--- src/rtl/latch_write_arbiter.sv ---
// Round-robin owner of a shared D-latch bank: captures the winner's data, then
// walks the latch enable through setup / open / close so d never moves under an open latch.
//
// state   | meaning
// --------+-------------------------------------------------------------
// S_IDLE  | no transfer; arbitrate when any request is pending
// S_SETUP | latch_d stable, latch_en low, pulse counter loaded
// S_OPEN  | latch_en high for PULSE cycles
// S_CLOSE | latch_en low, latch_d held, ack to owner, pointer advances
module latch_write_arbiter #(
   parameter int N     = 4,
   parameter int WIDTH = 8,
   parameter int PULSE = 2
) (
   input  logic               i_clk,
   input  logic               i_rst_n,
   input  logic [N-1:0]       i_req,
   input  logic [N*WIDTH-1:0] i_wdata,
   output logic [N-1:0]       o_grant,
   output logic [N-1:0]       o_ack,
   output logic               o_latch_en,
   output logic [WIDTH-1:0]   o_latch_d,
   output logic               o_busy
);

   localparam int PTR_W = $clog2(N);
   localparam int CNT_W = (PULSE > 1) ? $clog2(PULSE) : 1;

   typedef enum logic [1:0] {S_IDLE, S_SETUP, S_OPEN, S_CLOSE} state_t;

   state_t             r_state;
   state_t             w_state_nxt;
   logic [PTR_W-1:0]   r_ptr;
   logic [PTR_W-1:0]   r_owner;
   logic [PTR_W-1:0]   w_owner_nxt;
   logic [PTR_W-1:0]   w_hi;
   logic [PTR_W-1:0]   w_any;
   logic               w_hi_ok;
   logic [PTR_W-1:0]   w_win;
   logic               w_found;
   logic [WIDTH-1:0]   w_win_data;
   logic [N-1:0]       w_owner_oh;
   logic [CNT_W-1:0]   r_cnt;
   logic [N-1:0]       r_grant;
   logic [N-1:0]       r_ack;
   logic               r_latch_en;
   logic [WIDTH-1:0]   r_latch_d;
   logic               r_busy;

   // Lowest set request at or above ptr wins; otherwise the lowest set request overall (wrap).
   always_comb begin
      w_found = |i_req;
      w_hi    = '0;
      w_any   = '0;
      w_hi_ok = 1'b0;
      for (int i = N-1; i >= 0; i--) begin
         if (i_req[i]) begin
            w_any = PTR_W'(i);
            if (PTR_W'(i) >= r_ptr) begin
               w_hi    = PTR_W'(i);
               w_hi_ok = 1'b1;
            end
         end
      end
      w_win = w_hi_ok ? w_hi : w_any;
      w_win_data = '0;
      for (int i = 0; i < N; i++) begin
         if (PTR_W'(i) == w_win) w_win_data = i_wdata[i*WIDTH +: WIDTH];
      end
   end

   always_comb begin
      w_state_nxt = r_state;
      case (r_state)
         S_IDLE:  if (w_found) w_state_nxt = S_SETUP;
         S_SETUP: w_state_nxt = S_OPEN;
         S_OPEN:  if (r_cnt == '0) w_state_nxt = S_CLOSE;
         S_CLOSE: w_state_nxt = S_IDLE;
         default: w_state_nxt = S_IDLE;
      endcase
      w_owner_nxt = (r_state == S_IDLE && w_found) ? w_win : r_owner;
      w_owner_oh  = '0;
      w_owner_oh[w_owner_nxt] = 1'b1;
   end

   always_ff @(posedge i_clk or negedge i_rst_n) begin
      if (!i_rst_n) r_state <= S_IDLE;
      else          r_state <= w_state_nxt;
   end

   // Outputs are registered from the next-state decode so they line up with the state.
   always_ff @(posedge i_clk or negedge i_rst_n) begin
      if (!i_rst_n) begin
         r_ptr      <= '0;
         r_owner    <= '0;
         r_cnt      <= '0;
         r_grant    <= '0;
         r_ack      <= '0;
         r_latch_en <= 1'b0;
         r_latch_d  <= '0;
         r_busy     <= 1'b0;
      end else begin
         r_owner <= w_owner_nxt;
         if (r_state == S_IDLE && w_found) r_latch_d <= w_win_data;
         if (r_state == S_SETUP)
            r_cnt <= CNT_W'(PULSE-1);
         else if (r_state == S_OPEN && r_cnt != '0)
            r_cnt <= r_cnt - 1'b1;
         if (r_state == S_CLOSE)
            r_ptr <= (r_owner == PTR_W'(N-1)) ? '0 : r_owner + 1'b1;
         r_grant    <= (w_state_nxt != S_IDLE)  ? w_owner_oh : '0;
         r_ack      <= (w_state_nxt == S_CLOSE) ? w_owner_oh : '0;
         r_latch_en <= (w_state_nxt == S_OPEN);
         r_busy     <= (w_state_nxt != S_IDLE);
      end
   end

   assign o_grant    = r_grant;
   assign o_ack      = r_ack;
   assign o_latch_en = r_latch_en;
   assign o_latch_d  = r_latch_d;
   assign o_busy     = r_busy;

endmodule

--- config.mk ---
export PLATFORM = sky130hd
export DESIGN_NAME = latch_write_arbiter
export DESIGN_NICKNAME = d
export VERILOG_FILES = /design/src/rtl/latch_write_arbiter.sv
export SDC_FILE = /design/constraint.sdc
export NUM_CORES = 1
export LEC_CHECK = 0
export BUFFER_PORTS_ARGS = -buffer_cell sky130_fd_sc_hd__buf_4
export CAP_MARGIN = 10
export CORE_MARGIN = 2
export CORE_UTILIZATION = 50
export DETAILED_ROUTE_END_ITERATION = 7
export PLACE_DENSITY = 0.93
export SYNTH_ARGS = -nofsm -noshare
export SYNTH_HDL_FRONTEND = slang
export SYNTH_SLANG_ARGS = --single-unit
--- constraint.sdc ---
create_clock -name i_clk -period 2.4 [get_ports i_clk]
set_input_delay 0.12 -clock i_clk [delete_from_list [all_inputs] [get_ports i_clk]]
set_output_delay 0.12 -clock i_clk [all_outputs]
set_load 0.1 [all_outputs]
### After elaboration in Yosys (flattened, before gate mapping)

Cells that the tools add are included.
Widths: inputs -> output; s select.

| word-level totals | value |
|---|---|
| bits in registers | 25 |
| output and inout bits | 18 |

| operators by class | value |
|---|---|
| add/subtract/negate cells | 2 |
| $lt $le $gt $ge | 6 |
| eq/ne operators | 9 |
| multiplexer cells | 36 |
| reductions and logical operators | 8 |

Operators by type and width:

| kind | count |
|---|---|
| $mux 2 | 17 |
| $mux 8 | 4 |
| $mux 1 | 11 |
| $eq 2x2->1 const B | 5 |
| $mux 4 | 2 |
| $pmux 2 s4 | 1 |
| $eq 2x2->1 const A | 2 |
| $ge 1x2->1 const A | 2 |
| $ge 2x2->1 const A | 2 |
| $logic_not 2->1 | 2 |
| $reduce_bool 2->1 | 2 |
| $reduce_or 4->1 | 1 |
| $logic_and 1x1->1 | 3 |
| $lt 2x3->1 const B | 1 |
| $add 2x1->2 const B | 1 |
| $demux 1 s2 | 1 |
| $eq 1x2->1 const A | 1 |
| $eq 2x1->1 const B | 1 |
| $ge 2x1->1 const B | 1 |
| $sub 1x1->1 const B | 1 |

### Depth between registers and ports, before layout

Gate-level depths: netlist (run 1).

| depth | value |
|---|---|
| depth after elaboration | 16 |
| gate-level depth with buffers | 8 |
| mapped depth without buffers | 7 |

### Worst setup path after synthesis (run 1)

OpenSTA, ideal clock, no wires.

| path | value |
|---|---|
| path kind | register to register |
| start | register r_ptr[1] |
| end | register r_latch_d[1] (netlist: o_latch_d[1]) |
| arrival time | 1.358 ns |
| required time | 2.257 ns |
| path slack | 0.899 ns |
| stages on the path, launching flop included | 8 |
| cell sequence | dfrtp_1 > nand2b_1 > a21oi_1 > a211o_1 > buf_6 > buf_12 > mux2i_1 > o221ai_1 |

| between the ends | value |
|---|---|
| cells in the longest elaborated chain, start to end | 15 |
| elaborated cells between the ends (all ways) | 29 |

RTL lines:

| item | RTL line | source |
|---|---|---|
| from (decl) | 33 | `logic [PTR_W-1:0] r_ptr;` |
| from (signal assigned) | 110 | `r_ptr <= (r_owner == PTR_W'(N-1)) ? '0 : r_owner + 1'b1;` |
| $ge 2x2->1 | 59 | `if (PTR_W'(i) >= r_ptr) begin` |
| $mux 2 / $mux 1 (equally long branches) | 59 |  |
| $mux 2 / $mux 1 (equally long branches) | 57 | `if (i_req[i]) begin` |
| $mux 2 / $mux 1 (equally long branches) | 59 |  |
| $mux 2 / $mux 1 (equally long branches) | 57 |  |
| $mux 2 / $mux 1 (equally long branches) | 59 |  |
| $mux 2 / $mux 1 (equally long branches) | 57 |  |
| $mux 2 / $mux 1 (equally long branches) | 59 |  |
| $mux 2 / $mux 1 (equally long branches) | 57 |  |
| $mux 2 (*) | 65 | `w_win = w_hi_ok ? w_hi : w_any;` |
| $logic_not 2->1 | 68 | `if (PTR_W'(i) == w_win) w_win_data = i_wdata[i*WIDTH +: WIDTH];` |
| $mux 8 (3 in series) | 68 |  |
| $mux 8 (*) | 68 |  |
| to (signal assigned) | 104 | `if (r_state == S_IDLE && w_found) r_latch_d <= w_win_data;` |
| to (decl) | 47 | `logic [WIDTH-1:0] r_latch_d;` |

Every way passes the cells marked *; elsewhere a longest branch is shown, timed or not.
A chain may end at the register's enable or synchronous reset.

### Final worst setup path (run 1)

| path | value |
|---|---|
| start | register r_state[0] |
| end | register r_latch_d[1] (netlist: o_latch_d[1]) |

| between the ends | value |
|---|---|
| cells in the longest elaborated chain, start to end | 2 |

RTL lines:

| item | RTL line | source |
|---|---|---|
| from (decl) | 31 | `state_t r_state;` |
| from (signal assigned) | 88 | `else r_state <= w_state_nxt;` |
| $logic_not 2->1 | 104 |  |
| $logic_and 1x1->1 | 104 |  |

No other way between the ends.

==> flow_summary_export.csv, run 1 <==
group,metric,value,unit
global_routing,grt_pass1_wl,4620,µm
place,place_inst,190,
timing,setup_ws,0.602,ns
global_routing,grt_pass1_vias,1084,
synthesis,yosysSeqAreaShare,49.5,%
critical_path,critPathLaunchType,"flip-flop",
synthesis,synth.distinct_cells,27,
die,core,2430,µm²
layout,final_cell_mix,"56 x buf_4, 25 x dfrtp_1, 18 x mux2i_1",
critical_path,cp.required,2.59,ns
die,die_h,54.3,µm
cts,post_cts.repair.setup_buffers,0,
layout,diodes,0,
timing,skew,0.00449,ns
cts,cts_sinks,25,
global_routing,grt-ovfl-total,0,
layout,nFillCells,179,
place,gp_congestion,0.791,
synthesis,synth_nets,152,
global_routing,grtUsageTotal,22.4,%
layout,nNetsFinal,210,
cts,clock-root-buffer,"clkbuf_4",
timing,hold_viol,0,
timing,setup_viol,0,
synthesis,synth_cells,108,
routing,wirelength,2980,µm
timing,fin_crit,1.80,ns
timing,worstMarginPinSlew,0.487,ns
cts,clk_pin_slew,0.14,ns
timing,rsz0062_at_grt,"false",
cts,htree_levels,1,
run_status,status,"completed",
timing,fmax,556,MHz
timing,relSlewSlack,67.5,%
layout,final_cells,195,
hold_path,hold_path.class,"in2reg",
timing,fin_tns_setup,0,ns
synthesis,synth-seq-cells,25,
routing,dr.pass1.iters,4,
critical_path,worstPathMaxFanout,12,
die,initial_core_util,52.0,%
run,max_cap_viol_count,0,
place,dpl_worst_slack,0.610,ns
synthesis,yosys_warnings,0,
timing,slew_viol_final,0,
die,rows,18,
cts,cts-resized-gates,0,
cts,cts_tree,"built",
synthesis,syn_avg_cell_area,11.7,µm²
critical_path,worstPathArrival,1.99,ns
die,num_io_pins,56,
layout,layout_commonest_cell,"buf_4",
cts,hold_buffers,1,
layout,final_layout_size_suffix_gt1_share,41.2,%
cts,numCtsBuffers,3,
place,place_hpwl,2360,µm
critical_path,critical_path_class,"reg2reg",
die,die_area,2950,µm²
routing,postRouteAntennaNets,0,
timing,min_period_over_period,74.9,%
routing,viasPerCell,5.42,
die,die_w,54.3,µm
routing,drt-initial-drc-count,20,
critical_path,setup.worst_path.end_class,"flip-flop",
cts,cts_buffer_depth,2,
routing,wl_per_cell,15.3,µm
synthesis,syn_area,1260,µm²
global_routing,grt_start_max_net_pins,26,
routing,drc,0,
routing,num_vias,1056,
cts,insertion_delay,0.32,ns
place,port_buffers,55,
global_routing,antenna_found_initial,0,
layout,syn2layout_area_growth,36.0,%
-- cell type report --
type	count	area [µm²]	area share [%]
well taps	30	37.5	2.18
repair buffers	57	430	25.0
multi-input cells	73	576	33.5
flip-flops and latches	25	626	36.4
clock buffers	3	22.5	1.31
clock inverters	1	5.00	0.291
inverters	6	22.5	1.31
-- critical path: stages (launching register included) --
cell      delay (ns)
dfrtp_1         0.42
inv_1           0.09
ha_1            0.23
nand2b_1        0.37
nand2b_1        0.36
o221ai_1        0.20
-- synth_stat cells --
cell type | instances | area, µm²
dfrtp_1 | 25 | 626
mux2i_1 | 18 | 180
nand2_1 | 11 | 41.3
nor3_1 | 8 | 40.0
o221ai_1 | 8 | 70.1
ha_1 | 6 | 75.1
inv_1 | 4 | 15.0
nand2b_1 | 4 | 25.0
nor2_1 | 3 | 11.3
a211o_1 | 2 | 17.5
inv_2 | 2 | 7.51
mux2_2 | 2 | 22.5
a21o_1 | 1 | 7.51
a21oi_1 | 1 | 5.00
and2_4 | 1 | 8.76
and3b_2 | 1 | 10.0
buf_1 | 1 | 3.75
buf_12 | 1 | 20.0
buf_2 | 1 | 5.00
buf_6 | 1 | 11.3
nor2b_1 | 1 | 6.26
nor3b_1 | 1 | 7.51
nor4_1 | 1 | 6.26
o211ai_2 | 1 | 12.5
o21a_4 | 1 | 15.0
o21ai_0 | 1 | 5.00
o22a_1 | 1 | 8.76
-- routing by layer --
layer  routed length [µm]  GRT usage [%]
met5                    0              0
met1                 1100           23.8
met3                  110           4.37
met2                 1680           40.0
met4                   88           14.6
-- registers in the layout, indices dropped and copies added, names as in the netlist --
register,cells
o_busy,1
o_latch_en,1
r_owner,2
o_latch_d,8
r_state,2
o_ack,4
r_cnt,1
o_grant,4
r_ptr,2
-- stage by stage --
stage	instance area, µm²	utilization [%]	hold slack (ns)
final	1720	70.7	0.106
after detailed placement	1680	69.1	0.0413
after floorplan	1260	-	-0.176
after global routing	1720	70.7	0.107
after global placement	1680	69.1	0.0310
after CTS	1720	70.7	0.113
-- final timing paths --
kind                                           start                        to  slack, ns  cells past startpoint
max in group asynchronous                    i_rst_n          o_busy$_DFF_PN0_       1.95                      2
worst max-delay path            r_state[0]$_DFF_PN0_  o_latch_d[1]$_DFFE_PN0P_       0.60                      5
worst max register to register  r_state[0]$_DFF_PN0_  o_latch_d[1]$_DFFE_PN0P_       0.60                      5
worst min-delay path                     i_wdata[28]  o_latch_d[4]$_DFFE_PN0P_       0.11                      3
worst min register to register     r_cnt$_DFFE_PN0P_         r_cnt$_DFFE_PN0P_       0.50                      1
min in group asynchronous                    i_rst_n      r_ptr[0]$_DFFE_PN0N_       0.22                      2
-- cells by family after synthesis --
logic type | count (synthesis) | share of synthesized area (%)
multiplexers | 20 | 16.0
adder cells (fa/ha/maj) | 6 | 5.94
AO/OA/AOI/OAI | 16 | 11.2
flip-flops | 25 | 49.5
AND/OR/NAND/NOR | 31 | 12.4
buffers and inverters | 10 | 4.95
Power of run 1 is left out: the tool's default activity adds up to more than one toggle a clock period on the data nets, which glitch-free logic cannot reach.
==> inputs of run 2 (changes only) <==
--- a/config.mk
+++ b/config.mk
@@ -8,9 +8,9 @@
 export BUFFER_PORTS_ARGS = -buffer_cell sky130_fd_sc_hd__buf_4
 export CAP_MARGIN = 10
 export CORE_MARGIN = 2
-export CORE_UTILIZATION = 50
+export CORE_UTILIZATION = 42
 export DETAILED_ROUTE_END_ITERATION = 7
-export PLACE_DENSITY = 0.93
+export PLACE_DENSITY = 0.84
 export SYNTH_ARGS = -nofsm -noshare
 export SYNTH_HDL_FRONTEND = slang
 export SYNTH_SLANG_ARGS = --single-unit
==> constraint.sdc (replaced) <==
create_clock -name i_clk -period 1.4 [get_ports i_clk]
set_input_delay 0.07 -clock i_clk [delete_from_list [all_inputs] [get_ports i_clk]]
set_output_delay 0.07 -clock i_clk [all_outputs]
set_load 0.1 [all_outputs]
==> run 2 against run 1 <==
The run now ends with DRC, setup timing left; clock-buffer cell count increased by 1; cell area increased by 22%; sequential share of layout area decreased by 6.4 points; non-clock buffer count increased by 21; final cell count increased by 11%; clock skew increased by 0.0042 ns; flip-flop and latch count unchanged; utilization increased by 4.0 points; critical endpoint is now o_grant[0]$_DFF_PN0_.
==> flow_summary_export.csv, run 2 (same netlist as run 1, synthesis figures left out) <==
group,metric,value,unit
critical_path,r2r_cells,6,
global_routing,grt_start_max_net_pins,26,
critical_path,cp-startpoint,"r_ptr[1]$_DFFE_PN0N_",
timing,skew,0.00867,ns
global_routing,grt_pass1_vias,1230,
cts,numCtsBuffers,3,
routing,drc,1,
routing,wl_per_cell,17.4,µm
timing,fmax,596,MHz
timing,worstMarginPinSlew,0.429,ns
timing,slew_viol_final,0,
global_routing,grt-ovfl-total,0,
critical_path,r2r_slack,-0.28,ns
die,num_io_pins,56,
timing,fin_tns_setup,-4.18,ns
run_status,status,"finished with violations",
hold_path,holdPathEnd,"o_latch_d[6]$_DFFE_PN0P_",
die,die_area,3460,µm²
cts,cts_buffer_depth,2,
place,port_buffers,55,
timing,rsz0062_at_grt,"true",
run,max_cap_viol_count,0,
critical_path,critPathLaunchType,"flip-flop",
cts,cts_tree,"built",
global_routing,grt_pass1_wl,5800,µm
routing,dr.pass1.iters,6,
place,placed_area,1850,µm²
routing,num_vias,1154,
cts,insertion_delay,0.31,ns
cts,clk_pin_slew,0.12,ns
critical_path,worstPathArrival,1.88,ns
routing,wirelength,3770,µm
critical_path,setup.worst_path.end_class,"flip-flop",
hold_path,min_from,"i_wdata[30]",
global_routing,grtUsageTotal,22.3,%
timing,min_period_over_period,120,%
die,die_w,58.9,µm
layout,nNetsFinal,231,
run_status,violations,"DRC, setup timing",
die,core,2810,µm²
critical_path,critical_path_class,"reg2reg",
cts,htree_levels,1,
critical_path,worstPathMaxFanout,5,
timing,setup_viol,19,
die,rows,19,
timing,hold_viol,0,
critical_path,cp.required,1.60,ns
critical_path,crit-reg2reg-capture,"o_grant[0]$_DFF_PN0_",
layout,utilization,74.7,%
cts,clock-root-buffer,"clkbuf_4",
critical_path,r2r-start,"r_ptr[1]$_DFFE_PN0N_",
layout,final_cell_mix,"71 x buf_4, 23 x dfrtp_1, 14 x mux2i_1",
timing,relSlewSlack,71.1,%
layout,finish.instance_area,2090,µm²
routing,postRouteAntennaNets,0,
layout,syn2layout_area_growth,65.7,%
layout,largest_register_ffs,8,
global_routing,antenna_found_initial,0,
place,dpl_worst_slack,-0.210,ns
hold_path,hold_path.class,"in2reg",
layout,final_layout_size_suffix_gt1_share,61.8,%
layout,diodes,0,
place,place_hpwl,2700,µm
hold_path,hold_depth,3,
die,die_h,58.9,µm
die,initial_core_util,45.0,%
routing,drt-initial-drc-count,25,
cts,cts_sinks,25,
layout,layout_commonest_cell,"buf_4",
timing,setup_ws,-0.277,ns
routing,viasPerCell,5.32,
place,gp_congestion,0.777,
timing,fin_crit,1.68,ns
-- run 2: cell count changes in the layout (fill, tap and decap cells not counted), sizes merged --
cell / before / now
clkinv: 1 / 0
clkbuf: 3 / 4
buf: 56 / 77
-- run 2: metrics by stage --
stage / hold slack (ns) / instances
2_1_floorplan: -0.226 / 108
3_3_place_gp: -0.0178 / 205
3_5_place_dp: -0.0125 / 205
4_1_cts: 0.0659 / 216
5_1_grt: 0.0424 / 217
6_report: 0.0593 / 217
-- run 2: per-layer routing --
metal	share of wire, %	wire length (µm)	global-route usage [%]	vias up
met2	55	2060	38.7	27
met3	3.5	132	3.74	8
li1	-	-	-	547
met1	40	1490	27.9	572
met4	2.3	86	7.79	0
met5	0	0	0	-
-- run 2: worst max path at each step --
stage                                to  cells after the start
4_1_cts        o_latch_d[4]$_DFFE_PN0P_                      6
3_3_place_gp   o_latch_d[6]$_DFFE_PN0P_                      6
6_report           o_grant[0]$_DFF_PN0_                      6
3_5_place_dp         o_ack[3]$_DFF_PN0_                      6
5_1_grt        o_latch_d[0]$_DFFE_PN0P_                      5
2_1_floorplan  o_latch_d[0]$_DFFE_PN0P_                      6
-- run 2: area by class of cell --
type	instances	area [µm²]
sequential	25	628
inverter	6	27.5
timing repair buffer	78	628
clock buffer	4	26.3
fill	183	711
tap	31	38.8
multi-input combinational	73	746
-- run 2: critical path, stage by stage (launching register included) --
cell and delay, ns:
dfrtp_2 0.47, and3b_2 0.23, a211o_1 0.34, buf_6 0.16
o21a_4 0.23, inv_4 0.09, nor3_2 0.05
-- run 2: what timing repair did --
action / CTS / global route
buffers inserted: 6 / 2
hold buffers: 1 / 0
pin swaps: 8 / 10
endpoints found under the setup margin: 19 / 19
resized for setup: 21 / 12
endpoints found under the hold margin: 25 / 0
Power of run 2 is left out for the same reason.
==> inputs of run 3 (changes only) <==
--- a/config.mk
+++ b/config.mk
@@ -10,6 +10,7 @@
 export CORE_MARGIN = 2
 export CORE_UTILIZATION = 42
 export DETAILED_ROUTE_END_ITERATION = 7
+export MAX_ROUTING_LAYER = met4
 export PLACE_DENSITY = 0.84
 export SYNTH_ARGS = -nofsm -noshare
 export SYNTH_HDL_FRONTEND = slang
==> constraint.sdc (replaced) <==
create_clock -name i_clk -period 1.4 [get_ports i_clk]
set_input_delay 0.35 -clock i_clk [delete_from_list [all_inputs] [get_ports i_clk]]
set_output_delay 0.35 -clock i_clk [all_outputs]
set_load 0.01 [all_outputs]
==> run 3 against run 2 <==
The flow still finishes with violations (DRC, setup timing); clock-buffer cell count unchanged; sequential share of layout area decreased by 0.33 points; register-to-register slack improved by 0.03 ns; cell area increased by 0.90%; flip-flop and latch count unchanged; routed wire length decreased by 7.1%; utilization increased by 0.67 points; critical path depth unchanged; die area unchanged; first-iteration DRC count increased by 52%; via count decreased by 2.1%; highest routed layer unchanged.
==> flow_summary_export.csv, run 3 (same netlist as run 1, synthesis figures left out) <==
group,metric,value,unit
critical_path,cp.required,1.61,ns
critical_path,setup.worst_path.end_class,"flip-flop",
critical_path,worstPathArrival,1.86,ns
cts,cts_buffer_depth,2,
timing,rsz0062_at_grt,"true",
die,num_io_pins,56,
timing,slew_viol_final,0,
die,rows,19,
critical_path,worstPathMaxFanout,5,
cts,clk_pin_slew,0.13,ns
cts,numCtsBuffers,3,
routing,postRouteAntennaNets,0,
die,initial_core_util,45.0,%
routing,drt-initial-drc-count,38,
run_status,status,"finished with violations",
die,die_area,3460,µm²
global_routing,grt_start_max_net_pins,26,
timing,hold_ws,0.355,ns
global_routing,antenna_found_initial,0,
layout,multi_input_area,738,µm²
hold_path,hold_path.class,"in2reg",
die,die_h,58.9,µm
critical_path,r2r-start,"r_ptr[1]$_DFFE_PN0N_",
run,max_cap_viol_count,0,
global_routing,grt_pass1_vias,1190,
die,core,2810,µm²
run_status,violations,"DRC, setup timing",
hold_path,min_from,"i_wdata[29]",
layout,final_layout_size_suffix_gt1_share,60.2,%
timing,hold_viol,0,
critical_path,cp-startpoint,"r_ptr[1]$_DFFE_PN0N_",
place,place_hpwl,2590,µm
routing,dr.pass1.iters,6,
pwr,power_density,2210,nW/µm²
place,port_buffers,55,
layout,diodes,0,
layout,layout_commonest_cell,"buf_4",
timing,min_period_over_period,118,%
cts,cts_tree,"built",
timing,skew,0.00121,ns
place,gp_congestion,0.739,
routing,wirelength,3510,µm
routing,viasPerCell,5.21,
routing,num_vias,1130,
timing,fin_tns_setup,-3.83,ns
layout,syn2layout_area_growth,67.2,%
timing,worstMarginPinSlew,0.315,ns
timing,fmax,607,MHz
timing,setup_viol,20,
critical_path,critPathLaunchType,"flip-flop",
timing,fin_crit,1.65,ns
layout,final_cell_mix,"68 x buf_4, 24 x dfrtp_1, 15 x mux2i_1",
die,die_w,58.9,µm
layout,nFillCells,179,
layout,largest_register_ffs,8,
global_routing,grtUsageTotal,20.9,%
global_routing,grt-ovfl-total,0,
global_routing,grt_pass1_wl,5300,µm
layout,regArea,627,µm²
routing,drc,3,
timing,relSlewSlack,79.0,%
layout,nNetsFinal,231,
cts,clock-root-buffer,"clkbuf_4",
routing,wl_per_cell,16.2,µm
cts,htree_levels,1,
cts,insertion_delay,0.30,ns
pwr,p_leak,1.05,nW
pwr,ir_drop,0.00151,V
critical_path,critical_path_class,"reg2reg",
timing,setup_ws,-0.247,ns
cts,cts_sinks,25,
==> run 3: changes by cell type in the layout (fill, tap and decap cells not counted), sizes merged <==
cell	before	now
buf	77	76
clkbuf	4	5
==> run 3: area by class of cell <==
class	instances	area share, %
tap	31	1.84
clock buffer	4	1.24
inverter	6	1.42
sequential	25	29.7
multi-input combinational	73	34.9
timing repair buffer	78	30.9
==> run 3: critical path, stage by stage (launching register included) <==
cell and delay [ns]:
dfrtp_2 0.46, and3b_2 0.22, a211o_4 0.35, buf_6 0.13, o21a_4 0.25, inv_6 0.09, nor3_2 0.05
==> run 3: through the flow <==
stage / setup WS, ns / area (µm²) / util [%] / power (mW) / cells
finish: -0.247 / 2110 / 75.3 / 4.67 / 217
CTS: -0.221 / 1970 / 70.2 / 4.23 / 214
floorplan: -0.0978 / 1320 / - / 2.73 / 108
detailed placement: -0.281 / 1860 / 66.2 / 3.68 / 205
global placement: -0.221 / 1860 / 66.2 / 3.56 / 205
global route: -0.293 / 2110 / 75.3 / 4.97 / 217
==> run 3: power breakdown <==
group          switching, mW  internal, mW
logic                   1.45          1.66
clock network          0.201         0.111
registers              0.191          1.05
total                   1.84          2.83
==> run 3: metal layers <==
layer / part of all wire [%] / wire (µm) / up-vias / track usage [%]
li1: - / - / 547 / -
met1: 40 / 1390 / 556 / 24.7
met4: 0.77 / 27 / 0 / 7.14
met3: 3.3 / 114 / 4 / 3.30
met5: 0 / 0 / - / -
met2: 56 / 1970 / 23 / 36.2
==> run 3: path summary, 6_finish.rpt <==
kind	slack (ns)	to	cells past startpoint
min in group asynchronous	0.46	o_ack[0]$_DFF_PN0_	2
worst min register to register	0.51	r_cnt$_DFFE_PN0P_	1
worst min-delay path	0.35	o_latch_d[5]$_DFFE_PN0P_	3
max in group asynchronous	0.68	r_ptr[1]$_DFFE_PN0N_	2
worst max register to register	-0.25	o_grant[0]$_DFF_PN0_	6
worst max-delay path	-0.25	o_grant[0]$_DFF_PN0_	6
==> run 3: repair_timing <==
item                                    in CTS  in global routing
pin swaps                                    2                 10
gates cloned                                 0                  1
hold buffers                                 1                  0
buffers inserted                             4                  2
endpoints found under the hold margin       25                  0
resized for setup                           13                 18
endpoints found under the setup margin      19                 20
Note: power is estimated with default switching activity, not from simulation.
